## config.mk

```make
export PLATFORM = sky130hd
export DESIGN_NAME = pwm_multi
export DESIGN_NICKNAME = d
export VERILOG_FILES = /design/src/rtl/pwm_multi.sv
export SDC_FILE = /design/constraint.sdc
export NUM_CORES = 1
export LEC_CHECK = 0
export CORE_ASPECT_RATIO = 0.8
export CORE_MARGIN = 5
export CORE_UTILIZATION = 60
export CTS_BUF_LIST = sky130_fd_sc_hd__clkbuf_4 sky130_fd_sc_hd__clkbuf_8
export DETAILED_ROUTE_END_ITERATION = 10
export PLACE_DENSITY = 0.82
export RECOVER_POWER = 50
export SYNTH_ARGS = -nofsm -noshare
export SYNTH_HDL_FRONTEND = slang
export SYNTH_SLANG_ARGS = --single-unit
export TNS_END_PERCENT = 50
```

## constraint.sdc

```tcl
create_clock -name clk -period 3.5 [get_ports clk]
set_clock_uncertainty 0.1 [all_clocks]
set_input_delay 0.7 -clock clk [delete_from_list [all_inputs] [get_ports clk]]
set_output_delay 0.7 -clock clk [all_outputs]
set_load 0.03 [all_outputs]
```

## src/rtl/pwm_multi.sv

```systemverilog
// rtl/pwm_multi.sv - multi-channel double-buffered PWM with CSR access (optional PWM_POLARITY_EN)
module pwm_multi #(
    parameter logic [4:0] BASE_ADDR = 5'h0,
    parameter int         CHANNELS  = 2
) (
    input  logic                clk,
    input  logic                rst_n,
    input  logic                pwm_ce,
    input  logic [4:0]          csr_a,
    input  logic [7:0]          csr_di,
    input  logic                csr_we,
    output logic [7:0]          csr_do,
    output logic                pwm_en,
    output logic [CHANNELS-1:0] pwm_out,
    output logic                irq
);

    logic [4:0] off_full;
    logic       hit;
    logic [2:0] off;

    logic                     ctrl_en;
    logic [CHANNELS-1:0]      ch_en;
    logic [7:0]               period_reg;
    logic [7:0]               period_sh;
    logic [CHANNELS-1:0][7:0] duty_reg;
    logic [CHANNELS-1:0][7:0] duty_sh;
    logic [7:0]               counter;
    logic                     flag;
    logic                     irq_en;
    logic [CHANNELS-1:0]      pol;
    logic [CHANNELS-1:0]      raw;
    logic                     wrap;
    logic                     wr_ctrl, wr_period, wr_status;
    logic                     unused_di;

    // The window is found by subtraction so BASE_ADDR need not be 8-aligned.
    assign off_full  = csr_a - BASE_ADDR;
    assign hit       = (off_full[4:3] == 2'b00);
    assign off       = off_full[2:0];
    assign wr_ctrl   = csr_we & hit & (off == 3'd0);
    assign wr_period = csr_we & hit & (off == 3'd1);
    assign wr_status = csr_we & hit & (off == 3'd2);
    assign wrap      = ctrl_en & pwm_ce & (counter == period_sh);
    assign unused_di = &{1'b0, csr_di};

    always_ff @(posedge clk or negedge rst_n) begin
        if (!rst_n) begin
            ctrl_en    <= 1'b0;
            ch_en      <= '0;
            period_reg <= 8'hFF;
            duty_reg   <= '0;
            irq_en     <= 1'b0;
        end else begin
            if (wr_ctrl) begin
                ctrl_en <= csr_di[7];
                ch_en   <= csr_di[CHANNELS-1:0];
            end
            if (wr_period) period_reg <= csr_di;
            if (wr_status) irq_en <= csr_di[7];
            for (int n = 0; n < CHANNELS; n++) begin
                if (csr_we && hit && (off == 3'(3 + n))) duty_reg[n] <= csr_di;
            end
        end
    end

    // Shadows track the registers while stopped and reload only at a wrap while running.
    always_ff @(posedge clk or negedge rst_n) begin
        if (!rst_n) begin
            counter   <= '0;
            period_sh <= 8'hFF;
            duty_sh   <= '0;
        end else if (!ctrl_en) begin
            counter   <= '0;
            period_sh <= period_reg;
            duty_sh   <= duty_reg;
        end else if (pwm_ce) begin
            if (counter == period_sh) begin
                counter   <= '0;
                period_sh <= period_reg;
                duty_sh   <= duty_reg;
            end else begin
                counter <= counter + 8'd1;
            end
        end
    end

    always_ff @(posedge clk or negedge rst_n) begin
        if (!rst_n) begin
            flag <= 1'b0;
        end else if (wrap) begin
            flag <= 1'b1;
        end else if (wr_status && csr_di[0]) begin
            flag <= 1'b0;
        end
    end

`ifdef PWM_POLARITY_EN
    always_ff @(posedge clk or negedge rst_n) begin
        if (!rst_n) begin
            pol <= '0;
        end else if (csr_we && hit && (off == 3'd7)) begin
            pol <= csr_di[CHANNELS-1:0];
        end
    end
`else
    assign pol = '0;
`endif

    always_comb begin
        raw = '0;
        for (int n = 0; n < CHANNELS; n++) begin
            raw[n] = ctrl_en & ch_en[n] & (counter < duty_sh[n]);
        end
    end

    always_ff @(posedge clk or negedge rst_n) begin
        if (!rst_n) begin
            pwm_out <= '0;
        end else begin
            pwm_out <= raw ^ pol;
        end
    end

    always_comb begin
        csr_do = 8'h00;
        if (hit) begin
            case (off)
                3'd0: csr_do = {ctrl_en, 3'b000, 4'(ch_en)};
                3'd1: csr_do = period_reg;
                3'd2: csr_do = {irq_en, 6'b000000, flag};
`ifdef PWM_POLARITY_EN
                3'd7: csr_do = {4'b0000, 4'(pol)};
`endif
                default: begin
                    for (int n = 0; n < CHANNELS; n++) begin
                        if (off == 3'(3 + n)) csr_do = duty_reg[n];
                    end
                end
            endcase
        end
    end

    assign pwm_en = ctrl_en;
    assign irq    = flag & irq_en;

endmodule

```

==> results.sh <==
export IMPL_core_rowCount=24
export IMPL_max_freq_mhz=303.6
export IMPL_area_delta_synth_final_pct=15.79
export IMPL_cp_max_fo=14
export IMPL_design_area_um2=3835
export IMPL_viasPerCell=5.808
export IMPL_seq_power_share_pct=47.9
export IMPL_hold_viol_final=0
export IMPL_startpoint="csr_a[2]"
export IMPL_first_iter_violations=131
export IMPL_regArea_um2=1597
export IMPL_p_leak_nw=1.728
export IMPL_wl_per_cell_um=17.66
export IMPL_multiInputGateArea_um2=1575
export IMPL_r2r_start="counter[2]$_DFFE_PN0P_"
export IMPL_drive_gt1_share_pct=29.14
export IMPL_synth_xor_area_share_pct=3.438
export IMPL_reg2reg_slack_ns=1.19
export IMPL_dp_hpwl_um=5165
export IMPL_syn_num_nets=319
export IMPL_postCtsSetupBuffers=0
export IMPL_totalPowerFinal_mw=2.194
export IMPL_crit_path_start_kind="primary input"
export IMPL_post_place_ws_ns=0.05008
export IMPL_cp_arrival_ns=2.49
export IMPL_core_area_um2=5405
export IMPL_synthMuxAreaShare_pct=19.42
export IMPL_grt_ovfl_total=0
export IMPL_synth_cell_types=42
export IMPL_route_detailed_drc=0
export IMPL_clkPwrFrac_pct=28.1
export IMPL_hp_class="flop to flop"
export IMPL_switchingPower_mw=0.6671
export IMPL_yosysSeqAreaShare_pct=48.21
export IMPL_tightest_slew_ns=1.338
export IMPL_synth_commonest_cells="47 x dfrtp_1, 46 x mux2_2, 19 x inv_1, 19 x nor2_1, 16 x dfstp_2"
export IMPL_num_vias=2271
export IMPL_synth_most_common_cell="dfrtp_1"
export IMPL_p_comb_share_pct=24.0
export IMPL_ys_warnings_count=0
export IMPL_ys_seq_elements=63
export IMPL_synth_top_area_share_pct=35.51
export IMPL_clk_latency_ns=0.34
export IMPL_ys_top_cells_by_area="dfrtp_1 36%, mux2_2 16%, dfstp_2 13%"
export IMPL_status="completed"
export IMPL_dieArea_um2=7115
export IMPL_numClockSinks=63
export IMPL_synth_edf_count=0
export IMPL_routed_wl_um=6905
export IMPL_path_class="primary input to output port"
export IMPL_internal_power_mw=1.527
export IMPL_fin_ws_ns=0.2062
export IMPL_initial_core_util_pct=61.27
export IMPL_final_setup_tns_ns=0
export IMPL_firstDrtPassIters=4
export IMPL_syn_avg_cell_area_um2=11.54
export IMPL_cp_end_kind="output port"
export IMPL_htreeDepth=3
export IMPL_yosys_area_top_type="dfrtp_1"
export IMPL_setup_viol_count_final=0
export IMPL_rsz0062_at_grt="false"
export IMPL_grt_use_total_pct=21.57
export IMPL_ys_flop_type="dfrtp_1"
export IMPL_clk_path_buf_depth=2
export IMPL_drv_slew=0
export IMPL_critPathCapture="csr_do[7]"
export IMPL_netlist_area_um2=3312
export IMPL_routabilityCongestion=0.8131
export IMPL_path_clk_slew_ns=0.07
export IMPL_slew_headroom_pct=10.79
export IMPL_n_fill_cell=384
export IMPL_vdd_drop_max_v=0.0003653
export IMPL_reg2reg_to="duty_sh[6]$_DFFE_PN0P_"
export IMPL_clock_root_buffer="clkbuf_8"
export IMPL_grt_pass1_vias=2298
export IMPL_fin_crit_sh_pct=94.11
export IMPL_grt_pass1_wl_um=11900
export IMPL_dpl_cell_area_um2=3645
export IMPL_ant_nets=0
export IMPL_cts_made_buffers=9
export IMPL_yosys_area_share_adder_pct=5.667
export IMPL_hold_ws_ns=0.4069
export IMPL_tritoncts="yes"
export IMPL_synth_simple_area_share_pct=11.30
export IMPL_netSwitchingFraction_pct=30.40
export IMPL_layout_min_cycle_time_ns=3.294
export IMPL_numPortBuffers=28
export IMPL_io_pins=29
export IMPL_reg2regPathDepth=5
export IMPL_nets=353
export IMPL_cts_hold_buf=0
export IMPL_crit_required_ns=2.70
export IMPL_p_per_area_nw_per_um2=572.2
export IMPL_fp_dieW_um=93.07
export IMPL_synth_top_family_by_area="multiplexers"
export IMPL_antenna_cells=0
export IMPL_synth_compound_area_share_pct=7.745
export IMPL_grt_max_degree=27
export IMPL_synthArstFlopShare_pct=100.0
export IMPL_cap_violations=0
export IMPL_syn_inst=287
export IMPL_antenna_found_initial=0
export IMPL_die_height_um=76.45
cell type report:
type / instances / area share [%]
multi-input combinational: 192 / 41.08
clock buffer: 9 / 3.230
timing repair buffer: 36 / 8.189
inverter: 19 / 1.860
clock inverter: 7 / 1.892
tap: 65 / 2.121
sequential: 63 / 41.63
how the worst min path moves through the flow:
stage	start	end	depth (start not counted)
2_1_floorplan	rst_n	ch_en[0]$_DFFE_PN0P_	0
3_3_place_gp	duty_reg[1]$_DFFE_PN0P_	duty_reg[1]$_DFFE_PN0P_	1
3_5_place_dp	duty_reg[15]$_DFFE_PN0P_	duty_reg[15]$_DFFE_PN0P_	1
4_1_cts	rst_n	flag$_DFFE_PN0P_	1
5_1_grt	duty_sh[7]$_DFFE_PN0P_	duty_sh[7]$_DFFE_PN0P_	1
6_report	duty_reg[1]$_DFFE_PN0P_	duty_reg[1]$_DFFE_PN0P_	1
per-stage QoR:
stage               cells  utilization (%)
floorplan             287                -
global placement      375            67.43
detailed placement    375            67.43
CTS                   391            71.06
global route          391            70.95
finish                391            70.95
power groups by stage:
stage | clock network [mW] | registers, mW | logic (mW)
after global routing | 0.665 | 1.07 | 0.592
after detailed placement | 0 | 1.06 | 0.529
after floorplan | 0 | 1.01 | 0.395
after CTS | 0.628 | 1.05 | 0.535
after global placement | 0 | 1.05 | 0.506
final | 0.616 | 1.05 | 0.528
kinds of logic (layout without fill, tap and decap cells):
| group | Yosys count | after routing |
|---|---|---|
| compound gates | 39 | 39 |
| xor+xnor | 13 | 13 |
| fa+ha+maj | 15 | 15 |
| buf+inv | 32 | 71 |
| flops | 63 | 63 |
| mux | 57 | 57 |
| simple gates | 68 | 68 |
metal layers:
layer	track usage [%]	up-vias	share of wire (%)
met5	0	-	0
met4	5.564	0	1.0
met3	6.318	8	5.3
met2	32.57	54	45
met1	30.48	1124	48
li1	-	1085	-
cells in the final DEF (no fill, tap or decap), drive strengths merged, types with 3 or more instances in the layout:
| cell | n |
|---|---|
| xnor2 | 9 |
| o21ai | 10 |
| xor2 | 4 |
| buf | 12 |
| nor3b | 3 |
| dfrtp | 47 |
| nand2b | 7 |
| dfstp | 16 |
| ha | 15 |
| clkdlybuf4s50 | 19 |
| nand4 | 4 |
| nor2 | 19 |
| inv | 20 |
| nand3 | 3 |
| a211oi | 6 |
| and2 | 6 |
| mux2i | 8 |
| nor2b | 5 |
| nand2 | 10 |
| a21oi | 8 |
| clkbuf | 12 |
| mux2 | 49 |
| clkinv | 3 |
worst max-delay path, stage by stage:
cell	delay (ns)
clkdlybuf4s50_1	0.63
o21ai_0	0.27
o2111a_1	0.22
clkdlybuf4s50_1	0.67
repair_timing:
item                                   CTS  global route
resized for setup                        0             1
setup endpoints to repair                0             2
endpoints found under the hold margin    0             0
Power figures use the tool's default switching activity.
